`src/rtl/bcd_value_pkg.sv`:
```
// Shared types and constants for the BCD-to-binary converter.
package bcd_value_pkg;

  typedef enum logic [1:0] {
    StIdle   = 2'd0,
    StShift  = 2'd1,
    StAdjust = 2'd2,
    StDone   = 2'd3
  } state_e;

  localparam int unsigned DefDigits    = 3;
  localparam int unsigned DefInWidth   = 4 * DefDigits;
  localparam int unsigned DigitLimit   = 9;
  localparam int unsigned AdjThreshold = 8;
  localparam int unsigned AdjAmount    = 3;

endpackage

```
`src/rtl/bcd_value_nibble_adjust.sv`:
```
// One BCD digit correction step: digits that reached 8+ after a right shift lose 3.
module bcd_nibble_adjust
  import bcd_value_pkg::*;
(
  input  logic [3:0] nib_i,
  output logic [3:0] nib_o
);

  always_comb begin
    if (nib_i >= 4'(AdjThreshold)) begin
      nib_o = nib_i - 4'(AdjAmount);
    end else begin
      nib_o = nib_i;
    end
  end

endmodule

```
`src/rtl/bcd_value.sv`:
```
// Sequential packed-BCD to binary converter (shift-right / subtract-3 double dabble).
module bcd_value
  import bcd_value_pkg::*;
#(
  parameter int unsigned DIGITS    = DefDigits,
  parameter int unsigned IN_WIDTH  = 4 * DIGITS,
  parameter int unsigned OUT_WIDTH = 10
) (
  input  logic                 clk,
  input  logic                 reset,
  input  logic [IN_WIDTH-1:0]  bcd_in,
  input  logic                 in_valid,
  output logic                 in_ready,
  output logic [OUT_WIDTH-1:0] value,
  output logic                 err,
  output logic                 out_valid,
  input  logic                 out_ready
);

  localparam int unsigned WorkW = 2 * IN_WIDTH;
  localparam int unsigned CntW  = $clog2(IN_WIDTH + 1);

  state_e               state_q, state_d;
  logic [WorkW-1:0]     work_q, work_d, work_shift, work_adj;
  logic [CntW-1:0]      cnt_q, cnt_d, cnt_inc;
  logic [OUT_WIDTH-1:0] value_q, value_d;
  logic                 err_q, err_d;
  logic                 out_valid_q, out_valid_d;
  logic [DIGITS-1:0]    digit_bad;
  logic [IN_WIDTH-1:0]  upper_adj;
  logic                 accept;

  for (genvar d = 0; d < DIGITS; d++) begin : g_digit
    bcd_nibble_adjust u_adj (
      .nib_i (work_q[IN_WIDTH + 4*d +: 4]),
      .nib_o (upper_adj[4*d +: 4])
    );
    assign digit_bad[d] = bcd_in[4*d +: 4] > 4'(DigitLimit);
  end

  assign work_shift = {1'b0, work_q[WorkW-1:1]};
  assign work_adj   = {upper_adj, work_q[IN_WIDTH-1:0]};
  assign cnt_inc    = cnt_q + 1'b1;

  // Gated by reset so no operand is offered while reset is held.
  assign in_ready = (state_q == StIdle) && reset;
  assign accept   = in_valid && in_ready;

  always_comb begin
    state_d     = state_q;
    work_d      = work_q;
    cnt_d       = cnt_q;
    value_d     = value_q;
    err_d       = err_q;
    out_valid_d = out_valid_q;
    case (state_q)
      StIdle: begin
        if (accept) begin
          cnt_d = '0;
          if (|digit_bad) begin
            state_d     = StDone;
            value_d     = '0;
            err_d       = 1'b1;
            out_valid_d = 1'b1;
          end else begin
            state_d = StShift;
            work_d  = {bcd_in, {IN_WIDTH{1'b0}}};
          end
        end
      end
      StShift: begin
        work_d = work_shift;
        cnt_d  = cnt_inc;
        if (cnt_inc < CntW'(IN_WIDTH)) begin
          state_d = StAdjust;
        end else begin
          // Last shift needs no correction; the binary result is now the low half.
          state_d     = StDone;
          value_d     = work_shift[OUT_WIDTH-1:0];
          err_d       = 1'b0;
          out_valid_d = 1'b1;
        end
      end
      StAdjust: begin
        work_d  = work_adj;
        state_d = StShift;
      end
      StDone: begin
        if (out_ready) begin
          state_d     = StIdle;
          out_valid_d = 1'b0;
        end
      end
      default: state_d = StIdle;
    endcase
  end

  always_ff @(posedge clk or negedge reset) begin
    if (!reset) begin
      state_q     <= StIdle;
      work_q      <= '0;
      cnt_q       <= '0;
      value_q     <= '0;
      err_q       <= 1'b0;
      out_valid_q <= 1'b0;
    end else begin
      state_q     <= state_d;
      work_q      <= work_d;
      cnt_q       <= cnt_d;
      value_q     <= value_d;
      err_q       <= err_d;
      out_valid_q <= out_valid_d;
    end
  end

  assign value     = value_q;
  assign err       = err_q;
  assign out_valid = out_valid_q;

endmodule

```
`config.mk`:
```
export PLATFORM = sky130hd
export DESIGN_NAME = bcd_value
export DESIGN_NICKNAME = d
export VERILOG_FILES = /design/src/rtl/bcd_value_pkg.sv /design/src/rtl/bcd_value_nibble_adjust.sv /design/src/rtl/bcd_value.sv
export SDC_FILE = /design/constraint.sdc
export NUM_CORES = 1
export LEC_CHECK = 0
export CAP_MARGIN = 20
export CORE_ASPECT_RATIO = 0.6
export CORE_UTILIZATION = 56
export CTS_CLUSTER_SIZE = 10
export DETAILED_ROUTE_END_ITERATION = 7
export PLACE_DENSITY = 0.84
export SLEW_MARGIN = 20
export SYNTH_ARGS = -nofsm -noshare
export SYNTH_HDL_FRONTEND = slang
export SYNTH_SLANG_ARGS = --single-unit
```
`constraint.sdc`:
```
create_clock -name clk -period 2.5 [get_ports clk]
set_input_delay 0.625 -clock clk [delete_from_list [all_inputs] [get_ports clk]]
set_output_delay 0.625 -clock clk [all_outputs]
set_load 0.03 [all_outputs]
```
==> impl_metrics.csv <==
group,metric,value,unit
outcome,status,"complete, no violations",
synth,synthMuxAreaShare,0.0752,
finish,fin_util,0.731,
worst_setup_path,worstPathArrival,1660,ps
placement,dp_hpwl,3.85,mm
route,drc,0,
placement,gp_congestion,0.857,
worst_hold_path,hold_class,"input pin to asynchronous set/reset pin",
timing,rsz0062_at_grt,"false",
synth,synthTopCellsByCount,"dfrtp_1, nand2_1, o21ai_0, inv_1, mux2i_1",
clock_tree,cts_resized,0,
synth,synth_compound_area_frac,0.237,
route,avgViaCountPerCell,5.58,
clock_tree,clockBufferDepth,2,
timing,whs,268,ps
synth,ys.flop_type,"dfrtp_1",
route,first_iter_violations,119,
worst_setup_path,path_class,"flip-flop to output port",
timing,slew_headroom,0.604,
route,vias,1947,
clock_tree,clk_pin_slew_worst_paths,80,ps
power,pwr-share-comb,0.595,
synth,synth.avg_cell_area,9.18,um2
clock_tree,cts_setup_buffers,0,
synth,yosys.area_share.simple,0.112,
finish,nets,319,
synth,yosysTopAreaCellShare,0.428,
floorplanning,coreArea,3870,um2
route,dr.pass1.iters,4,
synth,syn_area,2390,um2
global_routing,grt_pass1_vias,1784,
power,power_switching_share,0.460,
synth,synthAdderAreaFrac,0.0627,
route,drt-total-wl,5.27,mm
timing,period_share,0.913,
global_routing,antenna_found_initial,0,
global_routing,grt_overflow,0,
clock_tree,numCtsBuffers,5,
synth,async_flop_share,1.00,
synth,synth_xor_area_frac,0.00366,
job,drv_cap,0,
timing,max_freq,438,MHz
clock_tree,clkLatencyLatePin,290,ps
power,pwr-share-clk,0.122,
placement,port_buffers,28,
synth,yosysMostFrequentCell,"dfrtp_1",
timing,fin_setup_tns,0,ps
synth,syn-num-nets,289,
clock_tree,htreeDepth,2,
placement,pre_cts_ws,75.1,ps
finish,n_antenna_cell,0,
floorplanning,die_area,4550,um2
power,p_int,1.90,mW
power,ir_drop,0.000988,V
worst_setup_path,cp-start-kind,"flip-flop",
global_routing,grt_max_degree,34,
route,antenna_left,0,
timing,slew_violations,0,
timing,post-route-min-period,2280,ps
finish,syn2layout_area_growth,18.2,%
timing,tightest_slew,588,ps
worst_setup_path,critPathRequiredTime,1880,ps
timing,report.final.setup_viol,0,
synth,synth.distinct_cells,36,
route,wl_per_cell,15.1,um
finish,drive_above_1_share,0.0993,
global_routing,grt_pass1_wl,8.87,mm
timing,hold_viol,0,
synth,synth_top_family_by_area,"compound AO/OA/AOI/OAI gates",
floorplanning,die_w,86.4,um
synth,synth_area_leaders,"dfrtp_1, mux2i_1, ha_1, o21ai_0, nand2_1",
synth,ys_seq_area_frac,0.428,
timing,setup_slack,218,ps
timing,skew,7.88,ps
synth,yosysWarnings,0,
floorplanning,pin_count,29,
clock_tree,cts_sinks,41,
clock_tree,postCtsHoldBufs,0,
synth,synth-seq-cells,41,
clock_tree,root_buffer,"clkbuf_8",
finish,stdcell_count,349,
power,seq_power_share,0.283,
clock_tree,cts_tree,"done",
synth,syn_inst,261,
placement,placed_cells,341,
synth,yosys.area.top_type,"dfrtp_1",
power,switching_power,1.61,mW
global_routing,track_usage,0.262,
power,powerDensity,1240,nW/um2
worst_setup_path,cp-end-kind,"output port",
worst_setup_path,crit_fanout,11,
floorplanning,start_util,0.619,
power,p_leak,1.26,nW
floorplanning,die_h,52.7,um
synth,synth_edf_count,0,
floorplanning,std_cell_rows,17,
-- stage by stage --
| stage | total power, mW | area (um2) |
|---|---|---|
| CTS | 3.51 | 2830 |
| finish | 3.51 | 2830 |
| global placement | 2.98 | 2750 |
| detailed placement | 3.07 | 2750 |
| floorplan | 2.55 | 2390 |
| global route | 3.79 | 2830 |
-- registers in the layout, summed over array words and instances (netlist names) --
| signal | count |
|---|---|
| err | 1 |
| value | 10 |
| out_valid | 1 |
| state_q | 2 |
| work_q | 23 |
| cnt_q | 4 |
-- final cells by class --
cell class | count | area, um2
Multi-Input combinational cell | 178 | 1170
Fill cell | 307 | 1040
Sequential cell | 41 | 1030
Timing Repair Buffer | 41 | 383
Inverter | 24 | 90.1
Tap cell | 57 | 71.3
Clock buffer | 5 | 68.8
Clock inverter | 3 | 17.5
-- cell families (layout without fill, tap and decap cells) --
group | after synthesis | after routing
mux | 18 | 18
buf+inv | 42 | 73
flops | 41 | 41
simple gates | 63 | 63
fa+ha+maj | 12 | 12
xor+xnor | 1 | 1
compound gates | 84 | 84
-- cells in the final DEF, fill, tap and decap left out, drive strengths merged, types with 2 or more instances in the layout --
cell type and instances:
a22o 4, a211oi 2, a21oi 12, a32o 2
a21o 6, o21ai 41, nand3b 2, inv 24
buf 15, clkbuf 5, nand2 35, mux2i 18
nor2 17, clkdlybuf4s50 26, dfrtp 41, ha 12
clkinv 2, nand2b 2, and2 2, a221oi 4
a221o 6
-- path summary, 6_finish.rpt --
| path | start | endpoint | slack [ps] | cells past startpoint |
|---|---|---|---|---|
| max reg2reg | state_q[0]$_DFFE_PN0P_ | value[0]$_DFFE_PN0P_ | 360 | 6 |
| max in group asynchronous | reset | work_q[19]$_DFFE_PN0P_ | 1600 | 3 |
| min reg2reg | value[7]$_DFFE_PN0P_ | value[7]$_DFFE_PN0P_ | 520 | 2 |
| min | reset | out_valid$_DFFE_PN0P_ | 270 | 2 |
| min in group clk | value[7]$_DFFE_PN0P_ | value[7]$_DFFE_PN0P_ | 520 | 2 |
| max | state_q[0]$_DFFE_PN0P_ | in_ready | 220 | 4 |
-- worst max-delay path, cell delays in order, from the launching register on --
cell	delay (ps)
dfrtp_1	420
inv_1	140
ha_1	450
and2_1	190
buf_4	150
-- power by group through the flow --
stage / Combinational [mW] / Clock, mW / Sequential, mW
after CTS: 2.09 / 0.430 / 0.989
after detailed placement: 2.08 / 0 / 0.997
final: 2.09 / 0.428 / 0.994
after floorplan: 1.59 / 0 / 0.965
after global placement: 1.99 / 0 / 0.992
after global routing: 2.32 / 0.463 / 1.01
-- layer usage --
metal	part of all wire	global-route usage
met4	0.0068	0.0778
met1	0.47	0.381
met2	0.45	0.390
met3	0.066	0.0583
met5	0	0
No activity file was read; power rests on OpenSTA's default activity.
